## src/rtl/nv_stream_demux2.sv

```systemverilog
// 1-to-2 valid/ready packet demux; destination locked on a packet's first beat, order kept across ports.
// Latency: one cycle from input acceptance to output valid; sustains one beat per clock.
// Backpressure: two-entry main/skid pipe; in_ready is the registered "skid empty" flag, so no comb path.
module nv_stream_demux2 #(
    parameter int DW = 32
) (
    input  logic          nvdla_core_clk,
    input  logic          nvdla_core_rstn,
    input  logic          in_valid,
    output logic          in_ready,
    input  logic [DW-1:0] in_pd,
    input  logic          in_sel,
    input  logic          in_last,
    output logic          out0_valid,
    input  logic          out0_ready,
    output logic [DW-1:0] out0_pd,
    output logic          out0_last,
    output logic          out1_valid,
    input  logic          out1_ready,
    output logic [DW-1:0] out1_pd,
    output logic          out1_last,
    output logic          pkt_busy
);

    typedef enum logic [1:0] {
        IDLE = 2'd0,
        PKT0 = 2'd1,
        PKT1 = 2'd2
    } state_t;

    typedef struct packed {
        logic [DW-1:0] pd;
        logic          last;
        logic          dst;
    } slot_t;

    state_t state_q, state_d;
    slot_t  main_q, main_d;
    slot_t  skid_q, skid_d;
    logic   main_vld_q, main_vld_d;
    logic   skid_vld_q, skid_vld_d;

    logic   acc;
    logic   pop;
    logic   route;
    slot_t  in_beat;

    assign in_ready = !skid_vld_q;
    assign acc      = in_valid & in_ready;
    assign pop      = main_vld_q & (main_q.dst ? out1_ready : out0_ready);

    // Route is only taken from in_sel on a first beat; inside a packet it is the locked port.
    always_comb begin
        route = in_sel;
        case (state_q)
            PKT0:    route = 1'b0;
            PKT1:    route = 1'b1;
            default: route = in_sel;
        endcase
    end

    assign in_beat = '{pd: in_pd, last: in_last, dst: route};

    always_comb begin
        state_d = state_q;
        if (acc) begin
            case (state_q)
                IDLE: begin
                    if (!in_last) begin
                        state_d = in_sel ? PKT1 : PKT0;
                    end
                end
                PKT0, PKT1: begin
                    if (in_last) begin
                        state_d = IDLE;
                    end
                end
                default: state_d = IDLE;
            endcase
        end
    end

    // acc already implies the skid is empty, so a skid refill and a skid drain never coincide.
    always_comb begin
        main_d     = main_q;
        main_vld_d = main_vld_q;
        skid_d     = skid_q;
        skid_vld_d = skid_vld_q;

        if (pop) begin
            if (skid_vld_q) begin
                main_d     = skid_q;
                skid_vld_d = 1'b0;
            end else begin
                main_vld_d = 1'b0;
            end
        end

        if (acc) begin
            if (!main_vld_q || pop) begin
                main_d     = in_beat;
                main_vld_d = 1'b1;
            end else begin
                skid_d     = in_beat;
                skid_vld_d = 1'b1;
            end
        end
    end

    always_ff @(posedge nvdla_core_clk or negedge nvdla_core_rstn) begin
        if (!nvdla_core_rstn) begin
            state_q    <= IDLE;
            main_q     <= '0;
            main_vld_q <= 1'b0;
            skid_q     <= '0;
            skid_vld_q <= 1'b0;
        end else begin
            state_q    <= state_d;
            main_q     <= main_d;
            main_vld_q <= main_vld_d;
            skid_q     <= skid_d;
            skid_vld_q <= skid_vld_d;
        end
    end

    assign out0_valid = main_vld_q & ~main_q.dst;
    assign out1_valid = main_vld_q &  main_q.dst;
    assign out0_pd    = main_q.pd;
    assign out1_pd    = main_q.pd;
    assign out0_last  = main_q.last;
    assign out1_last  = main_q.last;
    assign pkt_busy   = (state_q != IDLE);

endmodule

```

## config.mk

```make
export PLATFORM = sky130hd
export DESIGN_NAME = nv_stream_demux2
export DESIGN_NICKNAME = d
export VERILOG_FILES = /design/src/rtl/nv_stream_demux2.sv
export SDC_FILE = /design/constraint.sdc
export NUM_CORES = 1
export LEC_CHECK = 0
export CAP_MARGIN = 20
export CORE_MARGIN = 2
export CORE_UTILIZATION = 50
export CTS_CLUSTER_SIZE = 12
export DETAILED_ROUTE_END_ITERATION = 16
export HOLD_SLACK_MARGIN = 0.03
export PLACE_DENSITY = 0.84
export SETUP_SLACK_MARGIN = 0.2
export SYNTH_ARGS = -nofsm -noshare
export SYNTH_HDL_FRONTEND = slang
export SYNTH_SLANG_ARGS = --single-unit
```

## constraint.sdc

```tcl
create_clock -name nvdla_core_clk -period 3.56 [get_ports nvdla_core_clk]
set_input_delay 0.712 -clock nvdla_core_clk [delete_from_list [all_inputs] [get_ports nvdla_core_clk]]
set_output_delay 0.712 -clock nvdla_core_clk [all_outputs]
set_load 0.01 [all_outputs]
```

### After elaboration in Yosys (flattened, before gate mapping)

Index checks and enable logic that the tools add are counted.

* bitwise operators: 6
* muxes and demuxes: 17
* eq/ne operators: 4
* reductions and logical operators: 8

Operators by type and width (count)
* $mux 34: 4
* $mux 1: 8
* $mux 2: 3
* $and 1x1->1: 4
* $ne 2x2->1 const B: 2
* $pmux 2 s2: 1
* $reduce_and 3->1: 1
* $eq 2x1->1 const B: 1
* $eq 2x2->1 const B: 1
* $logic_not 1->1: 2
* $logic_not 2->1: 1
* $not 1->1: 2
* $pmux 1 s2: 1
* $reduce_and 2->1: 1
* $reduce_bool 2->1: 1
* $reduce_or 2->1: 1
* $logic_or 1x1->1: 1

* output and inout port bits: 70
* word-level logic and storage cells: 44
* flip-flop bits (word level): 72
* input bits: 39

### Longest topological paths before layout

Gate-level depths: netlist (run 1).

* word-level depth: 5
* gate-level depth with buffers: 5
* mapped depth without buffers: 5

### Least setup slack after synthesis (run 1)

Ideal clock, no wire load.

* path kind: input-to-reg
* start: input in_valid
* end: register skid_q[4] (netlist name)
* data required time: 3433 ps
* arrival: 1686 ps
* setup time: 127 ps
* stages on the path: 4
* buffers on the path: 1
* setup slack: 1747 ps
* path through: nor2b_1 > nand3_4 > buf_6 > mux2_1

* word-level cells in the longest chain between the ends: 2

Ends and longest elaborated chain
* start: declaration: RTL line 9 `input logic in_valid,`
* $and 1x1->1: RTL line 49 `assign acc = in_valid & in_ready;`
* $reduce_and 2->1 (no source line)
* end signal: assignment: RTL line 121 `skid_q <= skid_d;`
* end: declaration: RTL line 39 `slot_t skid_q, skid_d;`

Every way passes these cells.
A chain may end at the register's enable or synchronous reset.

### Final worst setup path (run 1)

* start: input out0_ready
* end: register skid_q[4] (netlist name)

* word-level cells in the longest chain between the ends: 5

Ends and longest elaborated chain
* start: declaration: RTL line 15 `input logic out0_ready,`
* $mux 1: RTL line 50 `assign pop = main_vld_q & (main_q.dst ? out1_ready : out0_ready);`
* $and 1x1->1: RTL line 50
* $logic_or 1x1->1: RTL line 100 `if (!main_vld_q || pop) begin`
* $not 1->1 (no source line)
* $reduce_and 2->1 (no source line)

Every way passes these cells.

==> impl_metrics.json, run 1 <==
{
  "cellLeakagePower_nw": 1.76,
  "wl_met3_um": 349,
  "route.detailed.vias_per_inst": 5.35,
  "fillerInstances": 546,
  "timing.final.crit_share_pct": 70.5,
  "htree_num_levels": 3,
  "pin_count_of_the_biggest_net_entering_global_routing": 73,
  "final_common_cell": "sky130_fd_sc_hd__clkdlybuf4s50_1",
  "grt_usage_pct": 17.4,
  "ctsHoldBuffers": 0,
  "slew-limit-headroom_pct": 41.4,
  "syn-instance-count": 288,
  "portBuffers": 108,
  "ir_drop_uv": 402,
  "cts.sink_count": 72,
  "rsz_0062_raised_after_global_routing": "false",
  "synthDominantAreaCellType": "sky130_fd_sc_hd__dfrtp_1",
  "number_of_search_and_repair_iterations_in_the_first_detailed_routing_pass": 4,
  "drc": 0,
  "maximum_buffer_depth_of_the_clock_tree": 2,
  "whs_ns": 0.490,
  "die_area_um2": 8010,
  "synthDistinctLibCells": 34,
  "clock_skew_ns": 0.0123,
  "syn_area_um2": 3660,
  "place_area_um2": 4270,
  "grt.overflow.total": 0,
  "timing_hold_violations_final": 0,
  "cts_repair_resize_count": 0,
  "worst_ep_arrival_time_ns": 2.71,
  "critical_path_buf_inv_count": 1,
  "cts_setup_buffers": 0,
  "start_kind": "primary input",
  "critical_path.cell_chain": "clkdlybuf4s50_1 -> mux2i_4 -> nand3_4 -> mux2_1",
  "vias": 2320,
  "share_of_cells_above_drive_strength_1_pct": 27.5,
  "met1_length_um": 2900,
  "cts.reportedPaths.clkPinSlew_ns": 0.07,
  "nets": 371,
  "floorplan.rows": 31,
  "crit_path_capture_type": "flip-flop",
  "drt-initial-drc-count": 105,
  "finalSetupViolCount": 0,
  "diodes": 0,
  "number_of_global_route_vias_before_repair": 2365,
  "timing.critical_path.slowest_stage_cell": "sky130_fd_sc_hd__nand3_4",
  "dpl.hpwl_um": 4630,
  "grt_first_pass_wirelength_um": 10700,
  "synth_top_cells_by_area": "sky130_fd_sc_hd__dfrtp_1 (49%), sky130_fd_sc_hd__buf_4 (13%), sky130_fd_sc_hd__mux2_2 (9.5%)",
  "floorplan.core_area_um2": 7180,
  "grt_antenna_before_repair": 0,
  "ant_nets": 0,
  "cts_tree": "yes",
  "initial_cell_density_of_the_core_pct": 51.0,
  "seq_area_frac_synth_pct": 49.3,
  "synth.yosys.warnings": 0,
  "wirelength_um": 6740,
  "setup.worst_path.class": "primary input to flip-flop",
  "clock_latency_at_the_later_pin_of_the_worst_skew_pair_ns": 0.33,
  "timing.hold.worst.class": "flip-flop to flip-flop",
  "met2_wirelength_um": 3430,
  "r2r_setup_slack_ns": 1.33,
  "synth_area_per_cell_um2": 12.7,
  "numCtsBuffers": 9,
  "mostFrequentLayoutCells": "sky130_fd_sc_hd__clkdlybuf4s50_1 (107), sky130_fd_sc_hd__dfrtp_1 (72), sky130_fd_sc_hd__mux2_2 (31), sky130_fd_sc_hd__o221a_2 (31), sky130_fd_sc_hd__or3_1 (29)",
  "dieWidth_um": 89.5,
  "cp_data_required_time_ns": 3.76,
  "io_pins": 109,
  "stdcell_area_um2": 4450,
  "area_growth_pct": 21.8,
  "die_h_um": 89.5,
  "routabilityCongestion": 0.787,
  "fmax_ghz": 0.399,
  "slew_violations": 0,
  "setup_tns_ns": 0,
  "power_per_cell_area_nw_per_um2": 946,
  "drv_cap": 0,
  "mappedNetlistNets": 329,
  "cts-root-buf": "sky130_fd_sc_hd__clkbuf_8",
  "top_signal_layer_used": "met4",
  "timing.critical_path.max_delay_family": "multiplexers",
  "postSynthRegisterBits": 72,
  "wl_per_cell_um": 15.5,
  "final.min_clock_period_ns": 2.51,
  "cpPeakStageDelay_ns": 0.52,
  "worst_slew_pin_slew_ns": 0.879,
  "crit_path_max_fanout": 34,
  "status": "finished, final reports clean",
  "post-synth-top-area-fraction_pct": 49.3
}
-- routing by layer --
layer,GRT usage [%],vias up
li1,-,1070
met1,21.2,1175
met2,29.8,71
met3,3.60,4
met4,7.87,0
met5,0,-
-- cells in the mapped netlist --
library cell and number:
sky130_fd_sc_hd__nand4b_1 1, sky130_fd_sc_hd__a32oi_1 2, sky130_fd_sc_hd__nand2_1 4, sky130_fd_sc_hd__mux2_1 3, sky130_fd_sc_hd__nor2b_1 2, sky130_fd_sc_hd__buf_6 7, sky130_fd_sc_hd__o221a_2 31, sky130_fd_sc_hd__clkbuf_2 3
sky130_fd_sc_hd__or2b_1 1, sky130_fd_sc_hd__mux2_2 31, sky130_fd_sc_hd__clkbuf_8 1, sky130_fd_sc_hd__ha_1 2, sky130_fd_sc_hd__and2_2 1, sky130_fd_sc_hd__or3_2 3, sky130_fd_sc_hd__o2bb2ai_1 2, sky130_fd_sc_hd__a22oi_4 1
sky130_fd_sc_hd__mux2i_4 1, sky130_fd_sc_hd__clkbuf_1 3, sky130_fd_sc_hd__or4_1 1, sky130_fd_sc_hd__o221a_1 2, sky130_fd_sc_hd__nor2_1 1, sky130_fd_sc_hd__buf_4 65, sky130_fd_sc_hd__mux2i_1 2, sky130_fd_sc_hd__buf_2 2
sky130_fd_sc_hd__o31ai_1 1, sky130_fd_sc_hd__o21ai_0 2, sky130_fd_sc_hd__nand3_4 1, sky130_fd_sc_hd__dfrtp_1 72, sky130_fd_sc_hd__o21ai_2 1, sky130_fd_sc_hd__or3_1 29, sky130_fd_sc_hd__o211ai_1 1, sky130_fd_sc_hd__inv_1 6
sky130_fd_sc_hd__a31o_2 1, sky130_fd_sc_hd__a21oi_1 2
-- registers in the layout, indices dropped and copies added (netlist names) --
| signal | cells |
|---|---|
| main_q | 1 |
| main_vld_q | 1 |
| out0_last | 1 |
| out0_pd | 32 |
| skid_q | 34 |
| skid_vld_q | 1 |
| state_q | 2 |
-- power by group --
group	leakage (nW)	internal (mW)	switching (mW)	total, mW
clock	0.0809	0.273	0.297	0.570
sequential	0.834	1.24	0.287	1.53
combinational	0.845	1.30	0.817	2.12
total	1.76	2.81	1.40	4.21
-- layout make-up --
type	instances	area, um^2	area share, %
Clock inverter	6	43.8	0.983
Clock buffer	10	138	3.09
Tap cell	99	124	2.78
Multi-Input combinational cell	129	1210	27.3
Inverter	6	22.5	0.506
Sequential cell	72	1800	40.5
Timing Repair Buffer	112	1110	24.9
-- worst reg2reg max path, cell delays in order (launching register included) --
cell	delay [ns]
sky130_fd_sc_hd__dfrtp_1	0.49
sky130_fd_sc_hd__mux2i_4	0.60
sky130_fd_sc_hd__nand3_4	0.52
sky130_fd_sc_hd__mux2_1	0.50
-- logic make-up (layout without fill, tap and decap cells) --
logic type      Yosys count  count (layout)  share of synthesized area, %
compound gates           46              46                          13.1
fa+ha+maj                 2               2                         0.684
buf+inv                  87             134                          17.5
flops                    72              72                          49.3
mux                      37              37                          11.6
simple gates             44              44                          7.77
-- through the flow --
stage	cells	worst slack, ns	util [%]	total power [mW]
after global routing	434	0.916	62.1	4.51
final	434	1.05	62.1	4.21
after global placement	418	0.765	59.5	3.60
after floorplan	288	1.75	-	3.17
after CTS	434	1.04	62.1	4.26
after detailed placement	418	0.693	59.5	3.68
-- worst paths after layout --
check / startpoint / to / depth (start not counted)
worst min register to register: skid_q[26]$_DFFE_PN0P_ / skid_q[26]$_DFFE_PN0P_ / 1
worst max register to register: main_q[0]$_DFF_PN0_ / skid_q[4]$_DFFE_PN0P_ / 3
max in group asynchronous: nvdla_core_rstn / out0_pd[9]$_DFF_PN0_ / 1
min in group asynchronous: nvdla_core_rstn / state_q[1]$_DFFE_PN0P_ / 1
worst max-delay path: out0_ready / skid_q[4]$_DFFE_PN0P_ / 4
worst min-delay path: skid_q[26]$_DFFE_PN0P_ / skid_q[26]$_DFFE_PN0P_ / 1
No activity file was read; power rests on OpenSTA's default activity.
==> inputs of run 2 (changes only) <==
- CORE_UTILIZATION: 50 -> 43
- PLACE_DENSITY: 0.84 -> 0.77
- clock period: 3.56 -> 2.25 ns (I/O delays scaled with it)
==> run 2 against run 1 <==
Effect of this change: sequential cell count is the same; clock-buffer cell count grew 1; cell count grew 3.0%; sequential power grew 58%; sequential share of layout area shrank 0.64 points; register-to-register slack lost 0.70 ns; core utilization shrank 6.9 points; first-iteration DRC count shrank 46%; routed wire length grew 8.5%; worst hold slack lost 0.26 ns; critical path type is now flip-flop to primary output; largest cell class unchanged.
==> impl_metrics.json, run 2 (synthesis gave the netlist of run 1 again) <==
{
  "status": "finished, final reports clean",
  "dieWidth_um": 96.2,
  "worst_ep_arrival_time_ns": 1.51,
  "clock_latency_at_the_later_pin_of_the_worst_skew_pair_ns": 0.33,
  "grt_usage_pct": 16.5,
  "timing.final.crit_share_pct": 87.3,
  "vias": 2365,
  "drv_cap": 0,
  "dpl.hpwl_um": 4950,
  "r2r.worst_path.cells": 4,
  "rsz_0062_raised_after_global_routing": "false",
  "share_of_cells_above_drive_strength_1_pct": 28.9,
  "ctsHoldBuffers": 0,
  "route.detailed.vias_per_inst": 5.29,
  "grt.overflow.total": 0,
  "critical_path_buf_inv_count": 2,
  "cts_tree": "yes",
  "largest_register_ffs": 34,
  "fmax_ghz": 0.509,
  "max_flop_register": "skid_q",
  "timing_hold_violations_final": 0,
  "cellLeakagePower_nw": 1.82,
  "drc": 0,
  "postLayoutSetupSlackWorst_ns": 0.287,
  "area_growth_pct": 23.9,
  "floorplan.core_area_um2": 8220,
  "cpPeakStageDelay_ns": 0.54,
  "wirelength_um": 7310,
  "reg2reg_to": "out0_pd[31]$_DFF_PN0_",
  "start_kind": "flip-flop",
  "number_of_search_and_repair_iterations_in_the_first_detailed_routing_pass": 4,
  "die_h_um": 96.2,
  "slew-limit-headroom_pct": 39.5,
  "numCtsBuffers": 9,
  "wl_per_cell_um": 16.4,
  "floorplan.rows": 33,
  "ant_nets": 0,
  "crit_path_max_fanout": 7,
  "initial_cell_density_of_the_core_pct": 44.5,
  "cts-root-buf": "sky130_fd_sc_hd__clkbuf_8",
  "r2r_startpoint": "main_q[0]$_DFF_PN0_",
  "timing.critical_path.slowest_stage_cell": "sky130_fd_sc_hd__clkdlybuf4s50_1",
  "finalSetupViolCount": 0,
  "mostFrequentLayoutCells": "sky130_fd_sc_hd__clkdlybuf4s50_1 (106), sky130_fd_sc_hd__dfrtp_1 (70), sky130_fd_sc_hd__mux2_2 (31), sky130_fd_sc_hd__o221a_2 (31), sky130_fd_sc_hd__or3_1 (29)",
  "timing.critical_path.max_delay_family": "buffers and inverters",
  "ir_drop_uv": 602,
  "routabilityCongestion": 0.711,
  "maximum_buffer_depth_of_the_clock_tree": 2,
  "die_area_um2": 9260,
  "htree_num_levels": 3,
  "number_of_global_route_vias_before_repair": 2347,
  "clock_skew_ns": 0.00846,
  "pin_count_of_the_biggest_net_entering_global_routing": 73,
  "timing.hold.worst.class": "primary input to async pin",
  "post-place-ws_ns": 0.192,
  "cts.reportedPaths.clkPinSlew_ns": 0.07,
  "setup.worst_path.class": "flip-flop to primary output",
  "diodes": 0,
  "grt_antenna_before_repair": 0,
  "slew_violations": 0,
  "r2r_setup_slack_ns": 0.63,
  "setup_tns_ns": 0,
  "drt-initial-drc-count": 57,
  "worst_slew_pin_slew_ns": 0.907,
  "critical_path.cell_chain": "inv_1 -> nor2_1 -> clkdlybuf4s50_1",
  "cp_data_required_time_ns": 1.80,
  "grt_first_pass_wirelength_um": 11700,
  "portBuffers": 108,
  "design_power_total_mw": 6.75,
  "final.min_clock_period_ns": 1.96,
  "final_common_cell": "sky130_fd_sc_hd__clkdlybuf4s50_1",
  "finished_core_util_pct": 55.1,
  "crit_path_capture_type": "primary output",
  "fillerInstances": 683,
  "io_pins": 109,
  "power_per_cell_area_nw_per_um2": 1490,
  "nets": 379,
  "cts.sink_count": 72
}
## run 2: cell count changes in the layout (fill, tap and decap cells not counted), sizes merged
cell and change:
dlymetal6s2s +1, clkdlybuf4s50 -1, buf +8, clkbuf +1, inv -1, clkinvlp -3, clkinv +2
## run 2: how the worst max path moves through the flow
stage                                    start  slack, ns  cells past startpoint               endpoint
final                     main_vld_q$_DFF_PN0_       0.29                      3             out0_valid
after global routing      main_vld_q$_DFF_PN0_       0.23                      3             out0_valid
after CTS                 main_vld_q$_DFF_PN0_       0.20                      3             out0_valid
after detailed placement            out1_ready       0.19                      5  out0_pd[31]$_DFF_PN0_
after global placement              out1_ready       0.22                      5  out0_pd[31]$_DFF_PN0_
after floorplan            main_q[0]$_DFF_PN0_       0.67                      4  skid_q[4]$_DFFE_PN0P_
## run 2: what timing repair did
| item | in CTS | in global routing |
|---|---|---|
| buffers inserted | 0 | 1 |
| gates resized for setup | 0 | 3 |
| setup endpoints to repair | 0 | 3 |
## run 2: through the flow
stage	instances	hold slack, ns	area (um^2)
after global placement	431	0.467	4360
after detailed placement	431	0.475	4360
final	447	0.232	4530
after CTS	446	0.277	4520
after global routing	447	0.320	4530
after floorplan	288	0.154	3660
## run 2: power breakdown
part | total, mW | leakage (nW) | internal (mW) | switching, mW
logic | 3.50 | 0.906 | 2.15 | 1.35
clock network | 0.837 | 0.0789 | 0.389 | 0.448
registers | 2.42 | 0.831 | 1.96 | 0.454
total | 6.75 | 1.82 | 4.50 | 2.25
## run 2: cell type report
type,instances,area [um^2],area share [%]
Clock inverter,4,22.5,0.497
Multi-Input combinational cell,129,1220,27.0
Clock buffer,11,131,2.90
Sequential cell,72,1800,39.8
Tap cell,105,131,2.90
Timing Repair Buffer,120,1200,26.4
Inverter,6,22.5,0.497
## run 2: metal layers
layer / up-vias / GRT usage [%] / share of wire [%]
li1: 1088 / - / -
met5: - / 0 / 0
met3: 9 / 3.29 / 4.8
met2: 70 / 28.4 / 52
met4: 0 / 6.31 / 1.3
met1: 1198 / 20.4 / 42
## run 2: worst register-to-register path, stage by stage (launching register included)
cell	delay, ns
sky130_fd_sc_hd__dfrtp_2	0.46
sky130_fd_sc_hd__mux2i_4	0.24
sky130_fd_sc_hd__buf_4	0.22
sky130_fd_sc_hd__or3_2	0.46
sky130_fd_sc_hd__o221a_2	0.13
==> inputs of run 3 (changes only) <==
- ABC_AREA: not set -> 1
- CORE_ASPECT_RATIO: not set -> 0.8
- CORE_UTILIZATION: 43 -> 44
- RECOVER_POWER: not set -> 100
==> run 3 against run 2 <==
Effect of this change: clock power is 82% higher; synthesized area increased by 12%; via count grew 42%; critical endpoint unchanged; highest routed layer unchanged.
==> impl_metrics.json, run 3 <==
{
  "number_of_global_route_vias_before_repair": 3259,
  "synth-edff-count": 0,
  "syn-instance-count": 551,
  "clock_latency_at_the_later_pin_of_the_worst_skew_pair_ns": 0.32,
  "power.sequential.fraction_pct": 30.5,
  "cpPeakStageDelay_ns": 0.57,
  "power_report.internal_total_mw": 4.58,
  "power.net_switching_mw": 2.97,
  "synth_top_cells_by_area": "sky130_fd_sc_hd__dfrtp_1 (44%), sky130_fd_sc_hd__nand2_1 (15%), sky130_fd_sc_hd__buf_4 (12%)",
  "finalSetupViolCount": 0,
  "synth_area_per_cell_um2": 7.43,
  "r2r_startpoint": "skid_vld_q$_DFF_PN0_",
  "timing.hold.worst.class": "primary input to async pin",
  "timing.critical_path.slowest_stage_cell": "sky130_fd_sc_hd__dfrtp_1",
  "io_pins": 109,
  "slew-limit-headroom_pct": 38.9,
  "synthDistinctLibCells": 18,
  "floorplan.core_area_um2": 9040,
  "share_of_cells_above_drive_strength_1_pct": 6.02,
  "grt_antenna_before_repair": 0,
  "synth-main-ff-cell": "sky130_fd_sc_hd__dfrtp_1",
  "dieWidth_um": 112,
  "power_per_cell_area_nw_per_um2": 1480,
  "ctsHoldBuffers": 0,
  "cts_tree": "yes",
  "vias": 3358,
  "r2r.worst_path.cells": 7,
  "timing.critical_path.max_delay_family": "buffers and inverters",
  "timing.final.crit_share_pct": 90.6,
  "number_of_search_and_repair_iterations_in_the_first_detailed_routing_pass": 4,
  "status": "finished, final reports clean",
  "comb_power_share_pct": 49.3,
  "cts_setup_buffers": 0,
  "floorplan.rows": 31,
  "multiInputGateArea_um2": 1350,
  "grt_first_pass_wirelength_um": 14900,
  "ant_nets": 0,
  "clock_skew_ns": 0.00682,
  "slew_violations": 0,
  "die_h_um": 90.3,
  "fmax_ghz": 0.491,
  "maximum_buffer_depth_of_the_clock_tree": 2,
  "cts-root-buf": "sky130_fd_sc_hd__clkbuf_16",
  "portBuffers": 108,
  "critical_path_buf_inv_count": 2,
  "setup_tns_ns": 0,
  "synth_async_sr_flop_share_pct": 100,
  "cellLeakagePower_nw": 2.67,
  "crit_path_max_fanout": 8,
  "setup.worst_path.class": "flip-flop to primary output",
  "ir_drop_uv": 570,
  "worst_ep_arrival_time_ns": 1.59,
  "mappedNetlistNets": 592,
  "wl_per_cell_um": 12.5,
  "area_growth_pct": 24.8,
  "drt-initial-drc-count": 154,
  "numCtsBuffers": 9,
  "largest_register_ffs": 34,
  "start_kind": "flip-flop",
  "postSynthRegisterBits": 72,
  "post-synth-top-area-fraction_pct": 44.0,
  "rsz_0062_raised_after_global_routing": "false",
  "synth.yosys.warnings": 0,
  "cts.sink_count": 72,
  "ff_latch_area_um2": 1800,
  "synth.top_cells.by_count": "sky130_fd_sc_hd__nand2_1 (165), sky130_fd_sc_hd__inv_1 (78), sky130_fd_sc_hd__dfrtp_1 (72), sky130_fd_sc_hd__nand3_1 (72), sky130_fd_sc_hd__buf_4 (68)",
  "initial_cell_density_of_the_core_pct": 45.3,
  "max_flop_register": "skid_q",
  "crit_path_capture_type": "primary output",
  "p_sw_share_pct": 39.3,
  "final_common_cell": "sky130_fd_sc_hd__nand2_1",
  "drc": 0,
  "routabilityCongestion": 0.799,
  "timing_hold_violations_final": 0,
  "critical_path.cell_chain": "inv_1 -> nor2_1 -> clkdlybuf4s50_1",
  "seq_area_frac_synth_pct": 44.0,
  "final.min_clock_period_ns": 2.04,
  "r2r_setup_slack_ns": 0.37,
  "p_clk_share_pct": 20.2,
  "design_power_total_mw": 7.54,
  "worst_slew_pin_slew_ns": 0.917,
  "mostFrequentLayoutCells": "sky130_fd_sc_hd__nand2_1 (165), sky130_fd_sc_hd__inv_1 (78), sky130_fd_sc_hd__nand3_1 (72), sky130_fd_sc_hd__dfrtp_1 (72), sky130_fd_sc_hd__dlygate4sd3_1 (67)",
  "wirelength_um": 8920,
  "cp_data_required_time_ns": 1.80,
  "diodes": 0,
  "nets": 634,
  "reg2reg_to": "out0_pd[9]$_DFF_PN0_",
  "route.detailed.vias_per_inst": 4.71,
  "grt.overflow.total": 0,
  "synthDominantAreaCellType": "sky130_fd_sc_hd__dfrtp_1",
  "grt_usage_pct": 18.0,
  "drv_cap": 0,
  "syn_area_um2": 4090,
  "dpl.hpwl_um": 6210,
  "htree_num_levels": 3,
  "pin_count_of_the_biggest_net_entering_global_routing": 73,
  "yosys.cell_count.top_type": "sky130_fd_sc_hd__nand2_1",
  "fillerInstances": 846,
  "cts.reportedPaths.clkPinSlew_ns": 0.06,
  "die_area_um2": 10100
}
run 3: changes by cell type after synthesis, sizes merged, moves of 2 or more:
cell / before / now
a21oi: 2 / 0
buf: 74 / 84
nand2: 4 / 169
o2bb2ai: 2 / 0
or3: 32 / 0
a32oi: 2 / 0
nand3: 1 / 73
mux2i: 3 / 0
nor2: 1 / 25
inv: 6 / 82
nor2b: 2 / 0
o221a: 33 / 0
mux2: 34 / 0
o21ai: 3 / 38
run 3: timing repair:
action | 4_1_cts | 5_1_grt
hold endpoints to repair | 0 | 0
gates resized for setup | 1 | 1
gates cloned | 0 | 0
setup endpoints to repair | 1 | 1
run 3: power groups by stage:
stage | clock network, mW | logic [mW] | registers [mW]
finish | 1.52 | 3.72 | 2.30
global placement | 0 | 3.89 | 2.33
floorplan | 0 | 3.02 | 2.25
global route | 1.61 | 4.19 | 2.40
detailed placement | 0 | 4.00 | 2.36
CTS | 1.54 | 4.03 | 2.35
run 3: metal layers:
metal	part of all wire [%]	global-route usage, %
met5	0	0
met4	1.6	6.28
met3	5.7	4.03
met2	48	30.2
met1	44	23.1
run 3: worst max path at each step:
stage / from / to / slack [ns] / cells after the start
after CTS: state_q[1]$_DFFE_PN0P_ / pkt_busy / 0.24 / 4
final: main_vld_q$_DFF_PN0_ / out0_valid / 0.21 / 3
after floorplan: main_vld_q$_DFF_PN0_ / out0_valid / 0.86 / 3
after global placement: out1_ready / skid_q[16]$_DFFE_PN0P_ / 0.28 / 6
after global routing: main_vld_q$_DFF_PN0_ / out0_valid / 0.15 / 3
after detailed placement: out1_ready / out0_pd[18]$_DFF_PN0_ / 0.24 / 7
run 3: stage by stage:
step / util (%) / worst slack, ns / area, um^2 / instances / hold WS, ns
2_1_floorplan: - / 0.860 / 4090 / 551 / 0.154
3_3_place_gp: 53.2 / 0.284 / 4810 / 697 / 0.484
3_5_place_dp: 53.2 / 0.236 / 4810 / 697 / 0.488
4_1_cts: 56.7 / 0.241 / 5130 / 713 / 0.293
5_1_grt: 56.5 / 0.151 / 5110 / 713 / 0.325
6_report: 56.5 / 0.213 / 5110 / 713 / 0.246
run 3: cell type report:
cell class / instances / area share (%)
timing repair buffer: 121 / 23.2
sequential: 72 / 35.3
tap: 115 / 2.82
clock inverter: 7 / 1.89
multi-input combinational: 307 / 26.4
clock buffer: 9 / 4.41
inverter: 82 / 6.02
run 3: kinds of logic (layout without fill, tap and decap cells):
logic type / count (synthesis) / count (layout) / share of synthesized area, %
AOI/OAI and AO/OA: 38 / 38 / 4.65
adders and majority gates: 2 / 2 / 0.611
buffers and inverters: 172 / 219 / 23.0
DFF: 72 / 72 / 44.0
and+or+nand+nor: 267 / 267 / 27.8
